<file path="src/rtl/i2c_pkg.sv">
// Shared types and constants for the I2C slave responder/monitor.
//   i2c_op_t   : transfer direction taken from the address byte LSB
//   state_t    : FSM state encoding plus its named constants
//   shift_in() : MSB-first shift helper used by the address and write paths
package i2c_pkg;

    localparam int unsigned I2C_ADDR_WIDTH = 7;
    localparam int unsigned I2C_DATA_WIDTH = 8;
    localparam logic [I2C_DATA_WIDTH-1:0] READ_START = 8'd100;

    typedef enum logic {
        I2C_WRITE = 1'b0,
        I2C_READ  = 1'b1
    } i2c_op_t;

    typedef logic [2:0] state_t;

    localparam state_t StIdle     = 3'd0;
    localparam state_t StAddr     = 3'd1;
    localparam state_t StAddrAck  = 3'd2;
    localparam state_t StWrData   = 3'd3;
    localparam state_t StWrAck    = 3'd4;
    localparam state_t StRdData   = 3'd5;
    localparam state_t StRdAck    = 3'd6;
    localparam state_t StWaitStop = 3'd7;

    function automatic logic [I2C_DATA_WIDTH-1:0] shift_in(
        input logic [I2C_DATA_WIDTH-1:0] cur,
        input logic                      b
    );
        return {cur[I2C_DATA_WIDTH-2:0], b};
    endfunction

endpackage

</file>
<file path="src/rtl/i2c_slave_if_if.sv">
// Bus bundle between the I2C segment / test environment and the slave.
//   scl_i, sda_i : resolved bus levels seen by the slave
//   scl_o, sda_o : open-drain drives from the slave (1 = released)
//   busy_o, op_o, addr_o, data_o, data_valid_o, done_o, count_o : transfer report
// The slave modport is used by the DUT; the master modport by the environment.
interface i2c_slave_if_if;
    import i2c_pkg::*;

    logic                      scl_i;
    logic                      sda_i;
    logic                      scl_o;
    logic                      sda_o;
    logic                      busy_o;
    i2c_op_t                   op_o;
    logic [I2C_ADDR_WIDTH-1:0] addr_o;
    logic [I2C_DATA_WIDTH-1:0] data_o;
    logic                      data_valid_o;
    logic                      done_o;
    logic [7:0]                count_o;

    modport slave (
        input  scl_i, sda_i,
        output scl_o, sda_o, busy_o, op_o, addr_o, data_o, data_valid_o, done_o, count_o
    );

    modport master (
        output scl_i, sda_i,
        input  scl_o, sda_o, busy_o, op_o, addr_o, data_o, data_valid_o, done_o, count_o
    );

endinterface

</file>
<file path="src/rtl/i2c_sync_edge.sv">
// Two-flop synchronizer followed by an edge register for one bus line.
//   clk_i, rst_i : system clock, synchronous active-high reset
//   d_i          : asynchronous bus line
//   level_o      : synchronized level
//   rise_o/fall_o: single-cycle edge strobes on the synchronized level
// Flops reset to 1 since an idle I2C line is pulled high.
module i2c_sync_edge (
    input  logic clk_i,
    input  logic rst_i,
    input  logic d_i,
    output logic level_o,
    output logic rise_o,
    output logic fall_o
);

    logic meta_q, meta_d;
    logic sync_q, sync_d;
    logic prev_q, prev_d;

    always_comb begin
        meta_d = d_i;
        sync_d = meta_q;
        prev_d = sync_q;
    end

    always_ff @(posedge clk_i) begin
        if (rst_i) begin
            meta_q <= 1'b1;
            sync_q <= 1'b1;
            prev_q <= 1'b1;
        end else begin
            meta_q <= meta_d;
            sync_q <= sync_d;
            prev_q <= prev_d;
        end
    end

    assign level_o = sync_q;
    assign rise_o  = sync_q & ~prev_q;
    assign fall_o  = ~sync_q & prev_q;

endmodule

</file>
<file path="src/rtl/i2c_slave_if.sv">
// I2C slave responder/monitor for one bus segment.
//   clk_i  : system clock (>= 16x SCL)
//   rst_i  : synchronous active-high reset
//   bus_io : slave modport carrying SCL/SDA in/out and the transfer report
// Acknowledges every address and write byte, sources an incrementing byte
// sequence on reads, never stretches SCL.
module i2c_slave_if
    import i2c_pkg::*;
(
    input  logic           clk_i,
    input  logic           rst_i,
    i2c_slave_if_if.slave  bus_io
);

    logic scl_lvl, scl_rise, scl_fall;
    logic sda_lvl, sda_rise, sda_fall;

    i2c_sync_edge u_scl_sync (
        .clk_i   (clk_i),
        .rst_i   (rst_i),
        .d_i     (bus_io.scl_i),
        .level_o (scl_lvl),
        .rise_o  (scl_rise),
        .fall_o  (scl_fall)
    );

    i2c_sync_edge u_sda_sync (
        .clk_i   (clk_i),
        .rst_i   (rst_i),
        .d_i     (bus_io.sda_i),
        .level_o (sda_lvl),
        .rise_o  (sda_rise),
        .fall_o  (sda_fall)
    );

    state_t                    state_q, state_d;
    logic [3:0]                bit_cnt_q, bit_cnt_d;
    logic [I2C_DATA_WIDTH-1:0] shift_q, shift_d;
    logic [I2C_DATA_WIDTH-1:0] rd_cnt_q, rd_cnt_d;
    logic [7:0]                byte_cnt_q, byte_cnt_d;
    logic [7:0]                count_q, count_d;
    logic                      sda_q, sda_d;
    logic                      busy_q, busy_d;
    i2c_op_t                   op_q, op_d;
    logic [I2C_ADDR_WIDTH-1:0] addr_q, addr_d;
    logic [I2C_DATA_WIDTH-1:0] data_q, data_d;
    logic                      data_valid_q, data_valid_d;
    logic                      done_q, done_d;

    always_comb begin
        state_d      = state_q;
        bit_cnt_d    = bit_cnt_q;
        shift_d      = shift_q;
        rd_cnt_d     = rd_cnt_q;
        byte_cnt_d   = byte_cnt_q;
        count_d      = count_q;
        sda_d        = sda_q;
        busy_d       = busy_q;
        op_d         = op_q;
        addr_d       = addr_q;
        data_d       = data_q;
        data_valid_d = 1'b0;
        done_d       = 1'b0;

        if (sda_rise && scl_lvl && (state_q != StIdle)) begin
            // STOP: close the transfer, any partial byte is dropped
            done_d  = 1'b1;
            count_d = byte_cnt_q;
            sda_d   = 1'b1;
            busy_d  = 1'b0;
            state_d = StIdle;
        end else if (sda_fall && scl_lvl) begin
            // START or repeated START; a repeated one closes the old transfer
            if (state_q != StIdle) begin
                done_d  = 1'b1;
                count_d = byte_cnt_q;
            end
            byte_cnt_d = 8'd0;
            bit_cnt_d  = 4'd0;
            sda_d      = 1'b1;
            busy_d     = 1'b1;
            state_d    = StAddr;
        end else begin
            case (state_q)
                StAddr: begin
                    if (scl_rise && (bit_cnt_q != 4'd8)) begin
                        shift_d   = shift_in(shift_q, sda_lvl);
                        bit_cnt_d = bit_cnt_q + 4'd1;
                        if (bit_cnt_q == 4'd7) begin
                            addr_d = shift_d[I2C_DATA_WIDTH-1:1];
                            op_d   = i2c_op_t'(shift_d[0]);
                        end
                    end else if (scl_fall && (bit_cnt_q == 4'd8)) begin
                        sda_d     = 1'b0;
                        bit_cnt_d = 4'd0;
                        state_d   = StAddrAck;
                    end
                end
                StAddrAck: begin
                    if (scl_fall) begin
                        bit_cnt_d = 4'd0;
                        if (op_q == I2C_READ) begin
                            rd_cnt_d = READ_START;
                            sda_d    = READ_START[I2C_DATA_WIDTH-1];
                            state_d  = StRdData;
                        end else begin
                            sda_d   = 1'b1;
                            state_d = StWrData;
                        end
                    end
                end
                StWrData: begin
                    if (scl_rise && (bit_cnt_q != 4'd8)) begin
                        shift_d   = shift_in(shift_q, sda_lvl);
                        bit_cnt_d = bit_cnt_q + 4'd1;
                        if (bit_cnt_q == 4'd7) begin
                            data_d       = shift_d;
                            data_valid_d = 1'b1;
                            byte_cnt_d   = byte_cnt_q + 8'd1;
                        end
                    end else if (scl_fall && (bit_cnt_q == 4'd8)) begin
                        sda_d     = 1'b0;
                        bit_cnt_d = 4'd0;
                        state_d   = StWrAck;
                    end
                end
                StWrAck: begin
                    if (scl_fall) begin
                        sda_d   = 1'b1;
                        state_d = StWrData;
                    end
                end
                StRdData: begin
                    if (scl_rise && (bit_cnt_q != 4'd8)) begin
                        bit_cnt_d = bit_cnt_q + 4'd1;
                    end else if (scl_fall) begin
                        if (bit_cnt_q == 4'd8) begin
                            sda_d   = 1'b1;
                            state_d = StRdAck;
                        end else if (bit_cnt_q != 4'd0) begin
                            // bit_cnt_q bits already clocked out, present the next one
                            sda_d = rd_cnt_q[3'd7 - bit_cnt_q[2:0]];
                        end
                    end
                end
                StRdAck: begin
                    if (scl_rise) begin
                        byte_cnt_d = byte_cnt_q + 8'd1;
                        if (sda_lvl) begin
                            state_d = StWaitStop;
                        end else begin
                            rd_cnt_d = rd_cnt_q + 8'd1;
                        end
                    end else if (scl_fall) begin
                        // only reachable after an ACK rise; start the next byte
                        sda_d     = rd_cnt_q[I2C_DATA_WIDTH-1];
                        bit_cnt_d = 4'd0;
                        state_d   = StRdData;
                    end
                end
                default: ;
            endcase
        end
    end

    always_ff @(posedge clk_i) begin
        if (rst_i) begin
            state_q      <= StIdle;
            bit_cnt_q    <= 4'd0;
            shift_q      <= '0;
            rd_cnt_q     <= '0;
            byte_cnt_q   <= 8'd0;
            count_q      <= 8'd0;
            sda_q        <= 1'b1;
            busy_q       <= 1'b0;
            op_q         <= I2C_WRITE;
            addr_q       <= '0;
            data_q       <= '0;
            data_valid_q <= 1'b0;
            done_q       <= 1'b0;
        end else begin
            state_q      <= state_d;
            bit_cnt_q    <= bit_cnt_d;
            shift_q      <= shift_d;
            rd_cnt_q     <= rd_cnt_d;
            byte_cnt_q   <= byte_cnt_d;
            count_q      <= count_d;
            sda_q        <= sda_d;
            busy_q       <= busy_d;
            op_q         <= op_d;
            addr_q       <= addr_d;
            data_q       <= data_d;
            data_valid_q <= data_valid_d;
            done_q       <= done_d;
        end
    end

    assign bus_io.scl_o        = 1'b1;
    assign bus_io.sda_o        = sda_q;
    assign bus_io.busy_o       = busy_q;
    assign bus_io.op_o         = op_q;
    assign bus_io.addr_o       = addr_q;
    assign bus_io.data_o       = data_q;
    assign bus_io.data_valid_o = data_valid_q;
    assign bus_io.done_o       = done_q;
    assign bus_io.count_o      = count_q;

endmodule

</file>
<file path="src/flat_wrapper.sv">
// flat-port wrapper written by rule: the top's interface ports become plain ports
module i2c_slave_if_flat import i2c_pkg::*;
  (clk_i, rst_i, bus_io_scl_i, bus_io_sda_i, bus_io_scl_o, bus_io_sda_o, bus_io_busy_o, bus_io_op_o, bus_io_addr_o, bus_io_data_o, bus_io_data_valid_o, bus_io_done_o, bus_io_count_o);
  i2c_slave_if_if bus_io_i ();
  input  logic clk_i;
  input  logic rst_i;
  input wire logic [$bits(bus_io_i.scl_i)-1:0] bus_io_scl_i;
  input wire logic [$bits(bus_io_i.sda_i)-1:0] bus_io_sda_i;
  output wire logic [$bits(bus_io_i.scl_o)-1:0] bus_io_scl_o;
  output wire logic [$bits(bus_io_i.sda_o)-1:0] bus_io_sda_o;
  output wire logic [$bits(bus_io_i.busy_o)-1:0] bus_io_busy_o;
  output wire logic [$bits(bus_io_i.op_o)-1:0] bus_io_op_o;
  output wire logic [$bits(bus_io_i.addr_o)-1:0] bus_io_addr_o;
  output wire logic [$bits(bus_io_i.data_o)-1:0] bus_io_data_o;
  output wire logic [$bits(bus_io_i.data_valid_o)-1:0] bus_io_data_valid_o;
  output wire logic [$bits(bus_io_i.done_o)-1:0] bus_io_done_o;
  output wire logic [$bits(bus_io_i.count_o)-1:0] bus_io_count_o;
  assign bus_io_i.scl_i = bus_io_scl_i;
  assign bus_io_i.sda_i = bus_io_sda_i;
  assign bus_io_scl_o = bus_io_i.scl_o;
  assign bus_io_sda_o = bus_io_i.sda_o;
  assign bus_io_busy_o = bus_io_i.busy_o;
  assign bus_io_op_o = bus_io_i.op_o;
  assign bus_io_addr_o = bus_io_i.addr_o;
  assign bus_io_data_o = bus_io_i.data_o;
  assign bus_io_data_valid_o = bus_io_i.data_valid_o;
  assign bus_io_done_o = bus_io_i.done_o;
  assign bus_io_count_o = bus_io_i.count_o;
  i2c_slave_if u_core (.clk_i(clk_i), .rst_i(rst_i), .bus_io(bus_io_i));
endmodule
</file>
<file path="config.mk">
export PLATFORM = sky130hd
export DESIGN_NAME = i2c_slave_if_flat
export DESIGN_NICKNAME = d
export VERILOG_FILES = /design/src/rtl/i2c_pkg.sv /design/src/rtl/i2c_slave_if_if.sv /design/src/rtl/i2c_sync_edge.sv /design/src/rtl/i2c_slave_if.sv /design/src/flat_wrapper.sv
export SDC_FILE = /design/constraint.sdc
export NUM_CORES = 1
export LEC_CHECK = 0
export BUFFER_PORTS_ARGS = -buffer_cell sky130_fd_sc_hd__buf_2
export CAP_MARGIN = 20
export CORE_MARGIN = 2
export CORE_UTILIZATION = 57
export CTS_BUF_LIST = sky130_fd_sc_hd__clkbuf_4
export DETAILED_ROUTE_END_ITERATION = 8
export GPL_TIMING_DRIVEN = 0
export PLACE_DENSITY = 0.78
export SKIP_CTS_REPAIR_TIMING = 1
export SYNTH_ARGS = -nofsm -noshare
export SYNTH_HDL_FRONTEND = slang
export SYNTH_SLANG_ARGS = --single-unit
</file>
<file path="constraint.sdc">
create_clock -name clk_i -period 4.65 [get_ports clk_i]
set_input_delay 0.465 -clock clk_i [delete_from_list [all_inputs] [get_ports clk_i]]
set_output_delay 0.465 -clock clk_i [all_outputs]
set_load 0.01 [all_outputs]
</file>
==> out/qor.yml <==
status:
  status: "finished, final reports clean"
layout:
  final_cell_mix: "dfxtp_1, nor2_1, mux2i_1"
  final_common_cell: "dfxtp_1"
  layout-drive-gt1-share_pct: 16.8
  nets: 391
  final_util_pct: 67.3
  syn_to_final_growth_pct: 13.3
  n_antenna_cell: 0
  final_cell_area_um2: 3460
  fillers: 453
clock_tree:
  cts_num_sinks: 64
  clockRootBuffer: "clkbuf_4"
  clockBufferDepth: 2
  cts_made_buffers: 9
  clk_pin_slew_ns: 0.11
  cts.htree.levels: 3
  cts_tree: "done"
  clk_latency_ns: 0.40
grt:
  antenna_found_initial: 0
  first_global_vias: 2522
  grt_pass1_wl_mm: 11.9
  overflow: 0
  track_usage_pct: 25.0
  grt_max_degree: 13
yosys:
  ys_seq_area_share_pct: 42.0
  synth_area_um2: 3050
  avgSynthCellArea_um2: 9.01
  synth_cells: 339
  synth_top_cell_by_area: "dfxtp_1"
  ys.flop_type: "dfxtp_1"
  synthArstFlopShare_pct: 0
  ys_warn_count: 0
  synth-edff-count: 0
  ys_types: 52
  synth_top_area_share_pct: 42.0
  synth_nets: 349
  yosys_register_bits: 64
  synthTopCellsByArea: "dfxtp_1, mux2i_1, nor2_1"
setup_path:
  reg2reg_depth: 7
  worst_path_max_delay_cell: "a2111oi_4"
  timing.rr.end: "u_core.bus_io.data_o[2]"
  cp.depth: 7
  critPathMaxFanout: 9
  cp-endpoint: "u_core.bus_io.data_o[2]"
  r2r_start: "u_core.bit_cnt_q[0]"
  crit_start: "u_core.bit_cnt_q[0]"
  path_class: "reg2reg"
  crit_arrival_ns: 2.92
  crit_path_start_kind: "register"
  cp_num_buf_inv: 1
  cp-end-kind: "register"
  crit_chain: "inv_1, ha_1, nand3b_1, nand3_1, a2111oi_4, mux2i_1, nor2_1"
  slowest_delay_ns: 0.90
  cp_data_required_time_ns: 4.93
  cp_top_family: "compound AO/OA/AOI/OAI gates"
  reg2reg_slack_ns: 2.01
floorplan:
  die_h_um: 77.2
  core_um2: 5140
  start_util_pct: 59.4
  ios: 33
  design.die.area_um2: 5960
  num_rows: 26
  die_w_um: 77.2
drt:
  drt-total-wl_mm: 6.97
  dr.pass1.iters: 4
  routedWlPerCell_um: 15.3
  drc: 0
  routed-via-count: 2645
  postRouteAntennaNets: 0
  via_per_inst: 5.80
  first_iter_violations: 222
placement:
  io_buffers: 31
  place_hpwl_mm: 4.94
  gp_congestion: 0.901
  dpl_cell_area_um2: 3300
timing:
  rsz0062_at_grt: "false"
  max_slew_margin_pct: 40.6
  finalSetupViolations: 0
  finalHoldViolations: 0
  period_minus_slack_ns: 2.64
  worstMarginPinSlew_ns: 0.890
  slew_viol_final: 0
  fmax_ghz: 0.378
  setup_tns_ns: 0
  finalCritPeriodShare_pct: 56.9
  skew_ns: 0.0140
worst_hold_path:
  hold_depth: 2
  hold_path_class: "in2reg"
power:
  powerDensity_nw_per_um2: 312
  ir_drop_mv: 0.277
  total_leakage_power_nw: 1.35
  p_total_mw: 1.08
flow_run:
  cap_violations: 0
==> routing by layer <==
metal	vias up	track usage, %	share of wire [%]
met1	1260	33.1	45
met3	16	4.00	5.2
li1	1297	-	-
met4	0	12.3	2.1
met2	72	39.7	48
met5	-	0	0
==> final cells by class <==
cell class | instances | area, um2 | share of cell area, %
Multi-Input combinational cell | 240 | 1630 | 47.1
Sequential cell | 64 | 1280 | 37.0
Timing Repair Buffer | 31 | 155 | 4.48
Clock inverter | 7 | 95.1 | 2.75
Tap cell | 70 | 87.6 | 2.53
Buffer | 18 | 78.8 | 2.28
Clock buffer | 9 | 67.6 | 1.95
Inverter | 17 | 63.8 | 1.84
==> worst min-delay path by stage <==
stage / from / to / slack (ns)
5_1_grt: bus_io_scl_i / u_core.u_scl_sync.meta_q / 0.23
6_report: bus_io_scl_i / u_core.u_scl_sync.meta_q / 0.25
4_1_cts: bus_io_scl_i / u_core.u_scl_sync.meta_q / 0.24
3_5_place_dp: u_core.u_sda_sync.meta_q / u_core.u_sda_sync.level_o / 0.40
3_3_place_gp: u_core.u_scl_sync.meta_q / u_core.u_scl_sync.level_o / 0.40
2_1_floorplan: u_core.u_scl_sync.meta_q / u_core.u_scl_sync.level_o / 0.39
==> state kept, by name, indices dropped and copies added (netlist names), 3 cells and up <==
register / cells
u_core.bus_io.count_o: 8
u_core.rd_cnt_q: 8
u_core.bus_io.addr_o: 7
u_core.byte_cnt_q: 8
u_core.state_q: 3
u_core.shift_q: 7
u_core.bus_io.data_o: 8
u_core.bit_cnt_q: 4
==> kinds of logic (layout without fill, tap and decap cells) <==
family	Yosys count	in the layout	share of synthesized area, %
muxes	36	36	12.6
adders and majority gates	6	6	2.46
and+or+nand+nor	132	132	22.4
DFF	64	64	42.0
buffers and inverters	35	82	4.67
other	1	1	0.123
AOI/OAI and AO/OA	61	61	14.7
xor gates and xnor gates	4	4	1.15
==> synthesized netlist by cell type (3+ instances only) <==
master and n:
o21ai_0 15, and3b_1 4, inv_1 17, or4_1 3, dfxtp_1 64, mux2i_1 34
nor2b_1 7, nand4_1 7, nor2_1 48, nand3_1 9, nor4b_1 3, and3_1 3
nand2b_1 3, a31oi_1 4, clkbuf_1 14, or3_1 3, nand3b_1 3, o22ai_1 4
nor3_1 12, nand2_1 13, a21oi_1 12, or2_2 7, ha_1 6, xor2_1 4
o211ai_1 4
==> through the flow <==
step	worst slack, ns	hold slack [ns]	std cells
finish	2.01	0.255	456
CTS	2.02	0.238	456
floorplan	2.51	0.389	339
global placement	2.11	0.396	440
detailed placement	2.05	0.399	440
global route	1.82	0.231	456
==> power by group <==
part / internal, mW / switching [mW]
logic: 0.0331 / 0.0638
clock network: 0.219 / 0.207
registers: 0.554 / 0.00428
Note: power is estimated with default switching activity, not from simulation.
